==> config.mk <==
export PLATFORM = sky130hd
export DESIGN_NAME = io_controller_flat
export DESIGN_NICKNAME = d
export VERILOG_FILES = /design/src/rtl/io_controller_if.sv /design/src/rtl/io_controller.sv /design/src/flat_wrapper.sv
export SDC_FILE = /design/constraint.sdc
export NUM_CORES = 1
export LEC_CHECK = 0
export ABC_CLOCK_PERIOD_IN_PS = 5700
export CAP_MARGIN = 20
export CORE_ASPECT_RATIO = 0.8
export CORE_MARGIN = 3
export CORE_UTILIZATION = 45
export DETAILED_ROUTE_END_ITERATION = 12
export PLACE_DENSITY = 0.7
export SETUP_SLACK_MARGIN = 0.02
export SLEW_MARGIN = 20
export SYNTH_ARGS = -nofsm -noshare
export SYNTH_HDL_FRONTEND = slang
export SYNTH_SLANG_ARGS = --single-unit
==> constraint.sdc <==
create_clock -name clk -period 5.7 [get_ports clk]
set_input_delay 1.14 -clock clk [delete_from_list [all_inputs] [get_ports clk]]
set_output_delay 1.14 -clock clk [all_outputs]
set_load 0.02 [all_outputs]
==> src/rtl/io_controller_if.sv <==
// Processor data-memory bus as seen by the memory-mapped IO block.
// Latency: memDataOut/isIoAddr are combinational from memAddr; stores land at the next clk edge.
// Backpressure: none; the processor never stalls on IO.
// Ports: memAddr/memWrtEn/memDataIn driven by the processor (master),
//        memDataOut/isIoAddr returned by the IO block (slave).
interface io_controller_if #(
    parameter int DBITS = 32
);
    logic [DBITS-1:0] memAddr;
    logic             memWrtEn;
    logic [DBITS-1:0] memDataIn;
    logic [DBITS-1:0] memDataOut;
    logic             isIoAddr;

    modport master (
        output memAddr, memWrtEn, memDataIn,
        input  memDataOut, isIoAddr
    );

    modport slave (
        input  memAddr, memWrtEn, memDataIn,
        output memDataOut, isIoAddr
    );
endinterface

==> src/rtl/io_controller.sv <==
// Memory-mapped IO: HEX/LEDR/LEDG output registers, debounced KEY/SW read-only status.
// Latency: stores visible one clk after the store edge; reads combinational; inputs settle 2+DEBOUNCE_CYCLES clks after a change.
// Backpressure: none; every access completes in the cycle it is presented.
// Ports: clk, reset (sync, active-high); bus (slave modport of io_controller_if);
//        KEY[3:0] (raw, active-low), SW[9:0] (raw); LEDR[9:0], LEDG[7:0], HEX0..HEX3 (active-low segments g..a).
module io_controller #(
    parameter int               DBITS           = 32,
    parameter logic [DBITS-1:0] ADDR_HEX        = 32'hF0000000,
    parameter logic [DBITS-1:0] ADDR_LEDR       = 32'hF0000004,
    parameter logic [DBITS-1:0] ADDR_LEDG       = 32'hF0000008,
    parameter logic [DBITS-1:0] ADDR_KEY        = 32'hF0000010,
    parameter logic [DBITS-1:0] ADDR_SW         = 32'hF0000014,
    parameter logic [31:0]      DEBOUNCE_CYCLES = 32'd100000
) (
    input  logic                 clk,
    input  logic                 reset,
    io_controller_if.slave       bus,
    input  logic [3:0]           KEY,
    input  logic [9:0]           SW,
    output logic [9:0]           LEDR,
    output logic [7:0]           LEDG,
    output logic [6:0]           HEX0,
    output logic [6:0]           HEX1,
    output logic [6:0]           HEX2,
    output logic [6:0]           HEX3
);

    // Count value seen on the edge that completes the debounce window.
    localparam logic [31:0] DB_LAST = DEBOUNCE_CYCLES - 32'd1;

    logic [15:0] hex_reg;
    logic [9:0]  ledr_reg;
    logic [7:0]  ledg_reg;

    logic [3:0]  key_sync1, key_sync2, key_stable;
    logic [9:0]  sw_sync1, sw_sync2, sw_stable;
    logic [31:0] key_cnt, sw_cnt;

    logic        wr_hex, wr_ledr, wr_ledg;
    logic [3:0]  key_pressed;
    logic [DBITS-1:0] rd_data;
    logic        unused_data_bits;

    assign wr_hex  = bus.memWrtEn && (bus.memAddr == ADDR_HEX);
    assign wr_ledr = bus.memWrtEn && (bus.memAddr == ADDR_LEDR);
    assign wr_ledg = bus.memWrtEn && (bus.memAddr == ADDR_LEDG);

    // Only the low 16 store bits ever reach a register.
    assign unused_data_bits = ^bus.memDataIn[DBITS-1:16];

    // Output registers. Reset wins over a store in the same cycle.
    always_ff @(posedge clk) begin
        if (reset) begin
            hex_reg  <= '0;
            ledr_reg <= '0;
            ledg_reg <= '0;
        end else begin
            if (wr_hex)  hex_reg  <= bus.memDataIn[15:0];
            if (wr_ledr) ledr_reg <= bus.memDataIn[9:0];
            if (wr_ledg) ledg_reg <= bus.memDataIn[7:0];
        end
    end

    // Two-flop synchronizers; KEY idles high (released) so it resets to all-ones.
    always_ff @(posedge clk) begin
        if (reset) begin
            key_sync1 <= 4'b1111;
            key_sync2 <= 4'b1111;
            sw_sync1  <= '0;
            sw_sync2  <= '0;
        end else begin
            key_sync1 <= KEY;
            key_sync2 <= key_sync1;
            sw_sync1  <= SW;
            sw_sync2  <= sw_sync1;
        end
    end

    // Debounce: the whole group must disagree with its stable value for
    // DEBOUNCE_CYCLES consecutive edges; any agreement restarts the window.
    // The counter saturates so a degenerate DEBOUNCE_CYCLES cannot wrap it.
    always_ff @(posedge clk) begin
        if (reset) begin
            key_stable <= 4'b1111;
            key_cnt    <= '0;
        end else if (key_sync2 != key_stable) begin
            if (key_cnt == DB_LAST) begin
                key_stable <= key_sync2;
                key_cnt    <= '0;
            end else if (key_cnt != '1) begin
                key_cnt <= key_cnt + 32'd1;
            end
        end else begin
            key_cnt <= '0;
        end
    end

    always_ff @(posedge clk) begin
        if (reset) begin
            sw_stable <= '0;
            sw_cnt    <= '0;
        end else if (sw_sync2 != sw_stable) begin
            if (sw_cnt == DB_LAST) begin
                sw_stable <= sw_sync2;
                sw_cnt    <= '0;
            end else if (sw_cnt != '1) begin
                sw_cnt <= sw_cnt + 32'd1;
            end
        end else begin
            sw_cnt <= '0;
        end
    end

    // Keys read as pressed=1.
    assign key_pressed = ~key_stable;

    // Reads see registered state only, so a same-cycle store returns the old value.
    always_comb begin
        rd_data = '0;
        if (bus.memAddr == ADDR_HEX)       rd_data = DBITS'(hex_reg);
        else if (bus.memAddr == ADDR_LEDR) rd_data = DBITS'(ledr_reg);
        else if (bus.memAddr == ADDR_LEDG) rd_data = DBITS'(ledg_reg);
        else if (bus.memAddr == ADDR_KEY)  rd_data = DBITS'(key_pressed);
        else if (bus.memAddr == ADDR_SW)   rd_data = DBITS'(sw_stable);
    end

    assign bus.memDataOut = rd_data;
    // The IO window is the 32-byte block containing ADDR_HEX.
    assign bus.isIoAddr   = (bus.memAddr[DBITS-1:5] == ADDR_HEX[DBITS-1:5]);

    assign LEDR = ledr_reg;
    assign LEDG = ledg_reg;

    function automatic logic [6:0] hex_glyph(input logic [3:0] d);
        logic [6:0] g;
        case (d)
            4'h0: g = 7'b1000000;
            4'h1: g = 7'b1111001;
            4'h2: g = 7'b0100100;
            4'h3: g = 7'b0110000;
            4'h4: g = 7'b0011001;
            4'h5: g = 7'b0010010;
            4'h6: g = 7'b0000010;
            4'h7: g = 7'b1111000;
            4'h8: g = 7'b0000000;
            4'h9: g = 7'b0010000;
            4'hA: g = 7'b0001000;
            4'hB: g = 7'b0000011;
            4'hC: g = 7'b1000110;
            4'hD: g = 7'b0100001;
            4'hE: g = 7'b0000110;
            default: g = 7'b0001110;
        endcase
        return g;
    endfunction

    assign HEX0 = hex_glyph(hex_reg[3:0]);
    assign HEX1 = hex_glyph(hex_reg[7:4]);
    assign HEX2 = hex_glyph(hex_reg[11:8]);
    assign HEX3 = hex_glyph(hex_reg[15:12]);

endmodule

==> src/flat_wrapper.sv <==
// flat-port wrapper written by rule: the top's interface ports become plain ports
module io_controller_flat 
#(
    parameter int               DBITS           = 32,
    parameter logic [DBITS-1:0] ADDR_HEX        = 32'hF0000000,
    parameter logic [DBITS-1:0] ADDR_LEDR       = 32'hF0000004,
    parameter logic [DBITS-1:0] ADDR_LEDG       = 32'hF0000008,
    parameter logic [DBITS-1:0] ADDR_KEY        = 32'hF0000010,
    parameter logic [DBITS-1:0] ADDR_SW         = 32'hF0000014,
    parameter logic [31:0]      DEBOUNCE_CYCLES = 32'd100000
)
  (clk, reset, KEY, SW, LEDR, LEDG, HEX0, HEX1, HEX2, HEX3, bus_memAddr, bus_memWrtEn, bus_memDataIn, bus_memDataOut, bus_isIoAddr);
  io_controller_if #(.DBITS(DBITS)) bus_i ();
  input  logic clk;
  input  logic reset;
  input  logic [3:0] KEY;
  input  logic [9:0] SW;
  output logic [9:0] LEDR;
  output logic [7:0] LEDG;
  output logic [6:0] HEX0;
  output logic [6:0] HEX1;
  output logic [6:0] HEX2;
  output logic [6:0] HEX3;
  input wire logic [$bits(bus_i.memAddr)-1:0] bus_memAddr;
  input wire logic [$bits(bus_i.memWrtEn)-1:0] bus_memWrtEn;
  input wire logic [$bits(bus_i.memDataIn)-1:0] bus_memDataIn;
  output wire logic [$bits(bus_i.memDataOut)-1:0] bus_memDataOut;
  output wire logic [$bits(bus_i.isIoAddr)-1:0] bus_isIoAddr;
  assign bus_i.memAddr = bus_memAddr;
  assign bus_i.memWrtEn = bus_memWrtEn;
  assign bus_i.memDataIn = bus_memDataIn;
  assign bus_memDataOut = bus_i.memDataOut;
  assign bus_isIoAddr = bus_i.isIoAddr;
  io_controller #(.DBITS(DBITS), .ADDR_HEX(ADDR_HEX), .ADDR_LEDR(ADDR_LEDR), .ADDR_LEDG(ADDR_LEDG), .ADDR_KEY(ADDR_KEY), .ADDR_SW(ADDR_SW), .DEBOUNCE_CYCLES(DEBOUNCE_CYCLES)) u_core (.clk(clk), .reset(reset), .bus(bus_i), .KEY(KEY), .SW(SW), .LEDR(LEDR), .LEDG(LEDG), .HEX0(HEX0), .HEX1(HEX1), .HEX2(HEX2), .HEX3(HEX3));
endmodule
Word level (Yosys, flattened, before mapping). Memory sizes are Yosys's and may differ from the RTL's. A register that Yosys moved wholly into a read port is not among the register bits. Index checks and enable logic that the tools add are counted.

Memories kept: 4. Word-level logic and storage cells: 52. ROM bits: 448. Memory bits (writable): 0. Bits of input ports: 81. Register bits: 140. Output and inout bits: 79. Bits in latches: 0.

Bitwise logic cells: 3. Shifts and indexed selects: 0. $lt $le $gt $ge: 0. Reductions and logical operators: 7. Multiply operators: 0. Equal/unequal tests: 12. Muxes and demuxes: 13. Div/mod/pow operators: 0. Add/subtract/negate cells: 2.

Memories: (no name shown) (words 16, width 7, read ports 1, clocked after Yosys merged registers in 1, write ports 0, RTL line io_controller.sv:136) `case (d)`; (no name shown) (words 16, width 7, read ports 1, clocked after Yosys merged registers in 1, write ports 0, RTL line io_controller.sv:136); (no name shown) (words 16, width 7, read ports 1, clocked after Yosys merged registers in 1, write ports 0, RTL line io_controller.sv:136); (no name shown) (words 16, width 7, read ports 1, clocked after Yosys merged registers in 1, write ports 0, RTL line io_controller.sv:136).

Operators by type and width (count): $eq A32 B32 Y1 const B (5); $mux W32 (4); $add A32 B1 Y32 const B (2); $eq A32 B17 Y1 const B (2); $ne A32 B32 Y1 const B (2); $mux W4 (8); $eq A27 B27 Y1 const B (1); $mux W10 (1); $ne A10 B10 Y1 (1); $reduce_or A3 Y1 (2); $ne A4 B4 Y1 (1); $not A4 Y4 (1); $reduce_and A2 Y1 (2); $logic_and A1 B1 Y1 (3); $not A1 Y1 (2).

Depth between registers and ports, before layout.
Word-level depth: 6. Mapped depth: 15. Gate-level depth less buffers: 11.

Worst setup path before layout. OpenSTA, ideal clock, no wires.

Kind: input to output. Start: input port bus_memAddr[13]. End: output port bus_memDataOut[4]. Arrival: 3.495 ns. Path slack: 1.065 ns. Stages on the path: 8. Data required time: 4.560 ns. Buffers on the path: 2. Cell sequence: or4_4 or4_1 clkbuf_1 nor2b_1 clkbuf_1 and2_1 a2bb2oi_1 o21ai_0.

Cells in the longest elaborated chain, start to end: 6. Elaborated cells on any way between the ends: 10. Classes of those cells: 5 x eq/ne; 5 x mux.

RTL lines: start: declaration (RTL line flat_wrapper.sv:24) `input wire logic [$bits(bus_i.memAddr)-1:0] bus_memAddr;`; $eq A32 B32 Y1 (RTL line io_controller.sv:124) `else if (bus.memAddr == ADDR_SW) rd_data = DBITS'(sw_stable);`; $mux W10 (RTL line io_controller.sv:124); $mux W32 (RTL line io_controller.sv:123) `else if (bus.memAddr == ADDR_KEY) rd_data = DBITS'(key_pressed);`; $mux W32 (RTL line io_controller.sv:122) `else if (bus.memAddr == ADDR_LEDG) rd_data = DBITS'(ledg_reg);`; $mux W32 (RTL line io_controller.sv:121) `else if (bus.memAddr == ADDR_LEDR) rd_data = DBITS'(ledr_reg);`; $mux W32 (*) (RTL line io_controller.sv:120) `if (bus.memAddr == ADDR_HEX) rd_data = DBITS'(hex_reg);`; end: declaration (RTL line flat_wrapper.sv:27) `output wire logic [$bits(bus_i.memDataOut)-1:0] bus_memDataOut;`.

Mark *: on every way between the ends. The rest lies on a longest branch, timed or not.

Final worst setup path.
Start: input port bus_memAddr[13]. End: output port bus_memDataOut[7].

The elaborated chain is that of the path after synthesis.

==> metrics <==
status completed; final core utilization 58.0%; Register Area 3360 sq um; cell taking the most area after synthesis dfxtp_1; Post-synth EDFFs 0; switching power 0.673 mW; Vias/cell 5.43; count leader, synth dfxtp_1; Post-Route Setup TNS 0 ns; Placed Instances 1359; hpwl dp 15.8 mm; Avg WL per Cell 16.0 microns; switching share of total power 26.6%; Boundary Pins 160; clock buffer depth 2; Distinct cells, synth 59; DRC violations left 0; Die ar. 20900 sq um; TritonCTS clock tree yes; Seq pwr share 47.1%; DRT Pass-1 Iters 5; GRT Overall Usage 21.1%; worst vdd ir 178 uV; initial drt markers 691; register bit total from synthesis 168; leakage 3.73 nW; H-tree depth 4; total CTS buffers 17; Antenna Nets Post-Route 0; worst hold path class flop to flop; met3 usage in global routing 5.20%; Post CTS Setup Buffer Count 0; Area Overhead vs Synth 24.4%; fin cells 1391; Clk pin slew, worst setup/hold paths 0.07 ns; Synth top area share 39.0%; maximum fanout along the worst path 7; core area 18500 sq um; hold path depth 1; Period minus WS final 5.49 ns; DR vias 7553; Final period util 96.4%; CTS sink count 168; Post-synth ARST share 0%; Max Slew Vio Count 0; Final Hold Fails 0; pin count of the biggest net entering global routing 62; Mapped Avg Cell Area 8.58 sq um; unrepaired setup endpoints after global routing no; global-route wire length before repair 35.6 mm; Final GP Congestion 0.893; Multi-input gate area 4950 sq um; Max transition margin 27.2%; sequential share of the synthesized area 39.0%; Critical Path AT 4.35 ns; PwrDens 236 nW/um^2; Combinational Power Share 5.3%; # diodes 0; Worst R2R Path Depth 6; Max Fclk 182 MHz; Critical Path Source Type input port; Clock power frac 47.7%; grt ovf 0; post-synthesis cell count 1006; DIE HEIGHT 130 microns; Post-CTS Hold Fix Bufs 0; met1 usage 29.0%; yosys warns 0; Most Crowded Layer GR met2; # rows 44; Synth top cells by count dfxtp_1, nor2_1, nand2_1; initial antenna violation count 0; die width 161 microns; synth top area cells dfxtp_1, mux2i_1, nor2_1, nand2_1, xnor2_1; clk_lat worst skew 0.44 ns; CP endpoint kind output pin; vias in the first global route 6955; fraction of layout cells with a size suffix above 1 6.41%; # fillers 1690; Nets 1232; WL final 22.3 mm; Global Route met2 Usage 33.0%; Internal Power 1.86 mW; Starting Density 46.7%; WS Path Type input port to output pin; count of max-cap constraint violations 0; top_reg_cell synth dfxtp_1; critical path data required time 4.56 ns; CTS root buf clkbuf_16; PortBufs 127; final setup fails 0; synthesized area 8630 sq um; skew final 0.0175 ns; Tightest Pin Transition 1.08 ns
## area by class of cell
type,instances,area share [%]
multi-input combinational,772,46.1
sequential,168,31.3
timing repair buffer,141,12.8
clock buffer,17,3.96
tap,253,2.95
clock inverter,15,1.99
inverter,25,0.874
## kinds of logic after synthesis
family	synth area share [%]
xor gates and xnor gates	6.70
muxes	7.58
buffers and inverters	4.48
DFF	39.0
adders and majority gates	3.77
AOI/OAI and AO/OA	11.7
other	0.0434
and+or+nand+nor	26.8
## repair_timing
action                                  in CTS  in global routing
resized for setup                            0                  1
endpoints found under the setup margin       0                  3
hold endpoints to repair                     0                  0
## power groups by stage
stage,Sequential (mW),Combinational (mW),Clock (mW)
after global placement,1.22,0.131,0
final,1.19,0.133,1.21
after floorplan,1.22,0.0752,0
after CTS,1.19,0.133,1.23
after global routing,1.19,0.145,1.28
after detailed placement,1.22,0.132,0
## layer usage
| layer | vias up | part of all wire, % |
|---|---|---|
| li1 | 3755 | - |
| met1 | 3560 | 48 |
| met2 | 212 | 45 |
| met3 | 26 | 5.8 |
| met4 | 0 | 1.5 |
| met5 | - | 0 |
## critical path, cell delays in order
cell and delay [ns]:
clkdlybuf4s50_1 0.40, or4_4 0.55, or4_1 0.63, nor2b_2 0.31, and2_1 0.24, a2bb2oi_1 0.09, o21ai_0 0.32, clkdlybuf4s50_1 0.68
## final timing paths
| path | slack [ns] | startpoint | end |
|---|---|---|---|
| max | 0.21 | bus_memAddr[13] | bus_memDataOut[7] |
| min | 0.42 | u_core.key_sync1[3] | u_core.key_sync2[3] |
| max reg2reg | 2.88 | u_core.key_cnt[12] | u_core.key_cnt[31] |
| min reg2reg | 0.42 | u_core.key_sync1[3] | u_core.key_sync2[3] |
## through the flow
step                      power [mW]  area, sq um  hold slack, ns  setup slack [ns]
after floorplan                 1.29         8690           0.389              1.07
after global placement          1.35        10100           0.391             0.146
after detailed placement        1.35        10100           0.401            0.0837
after CTS                       2.56        10700           0.423            0.0747
after global routing            2.62        10700           0.431             0.129
final                           2.53        10700           0.420             0.205
## cells in the final DEF, fill, tap and decap left out, types with 13 or more instances in the layout
cell type / synthesis / routed
inv_1: 24 / 24
clkdlybuf4s50_1: 0 / 126
o21ai_0: 24 / 24
nand3_1: 38 / 38
dfxtp_1: 168 / 168
xor2_1: 24 / 24
ha_1: 26 / 26
xnor2_1: 42 / 42
nor4_1: 24 / 24
clkbuf_16: 0 / 17
nor2b_1: 44 / 43
a21oi_1: 46 / 46
nor3_1: 22 / 22
or3_1: 14 / 13
buf_4: 17 / 15
mux2i_1: 62 / 62
conb_1: 1 / 16
nand2_1: 100 / 100
and3_1: 16 / 16
nand4_1: 16 / 16
nor2_1: 113 / 113
(Power assumes the default switching activity.)
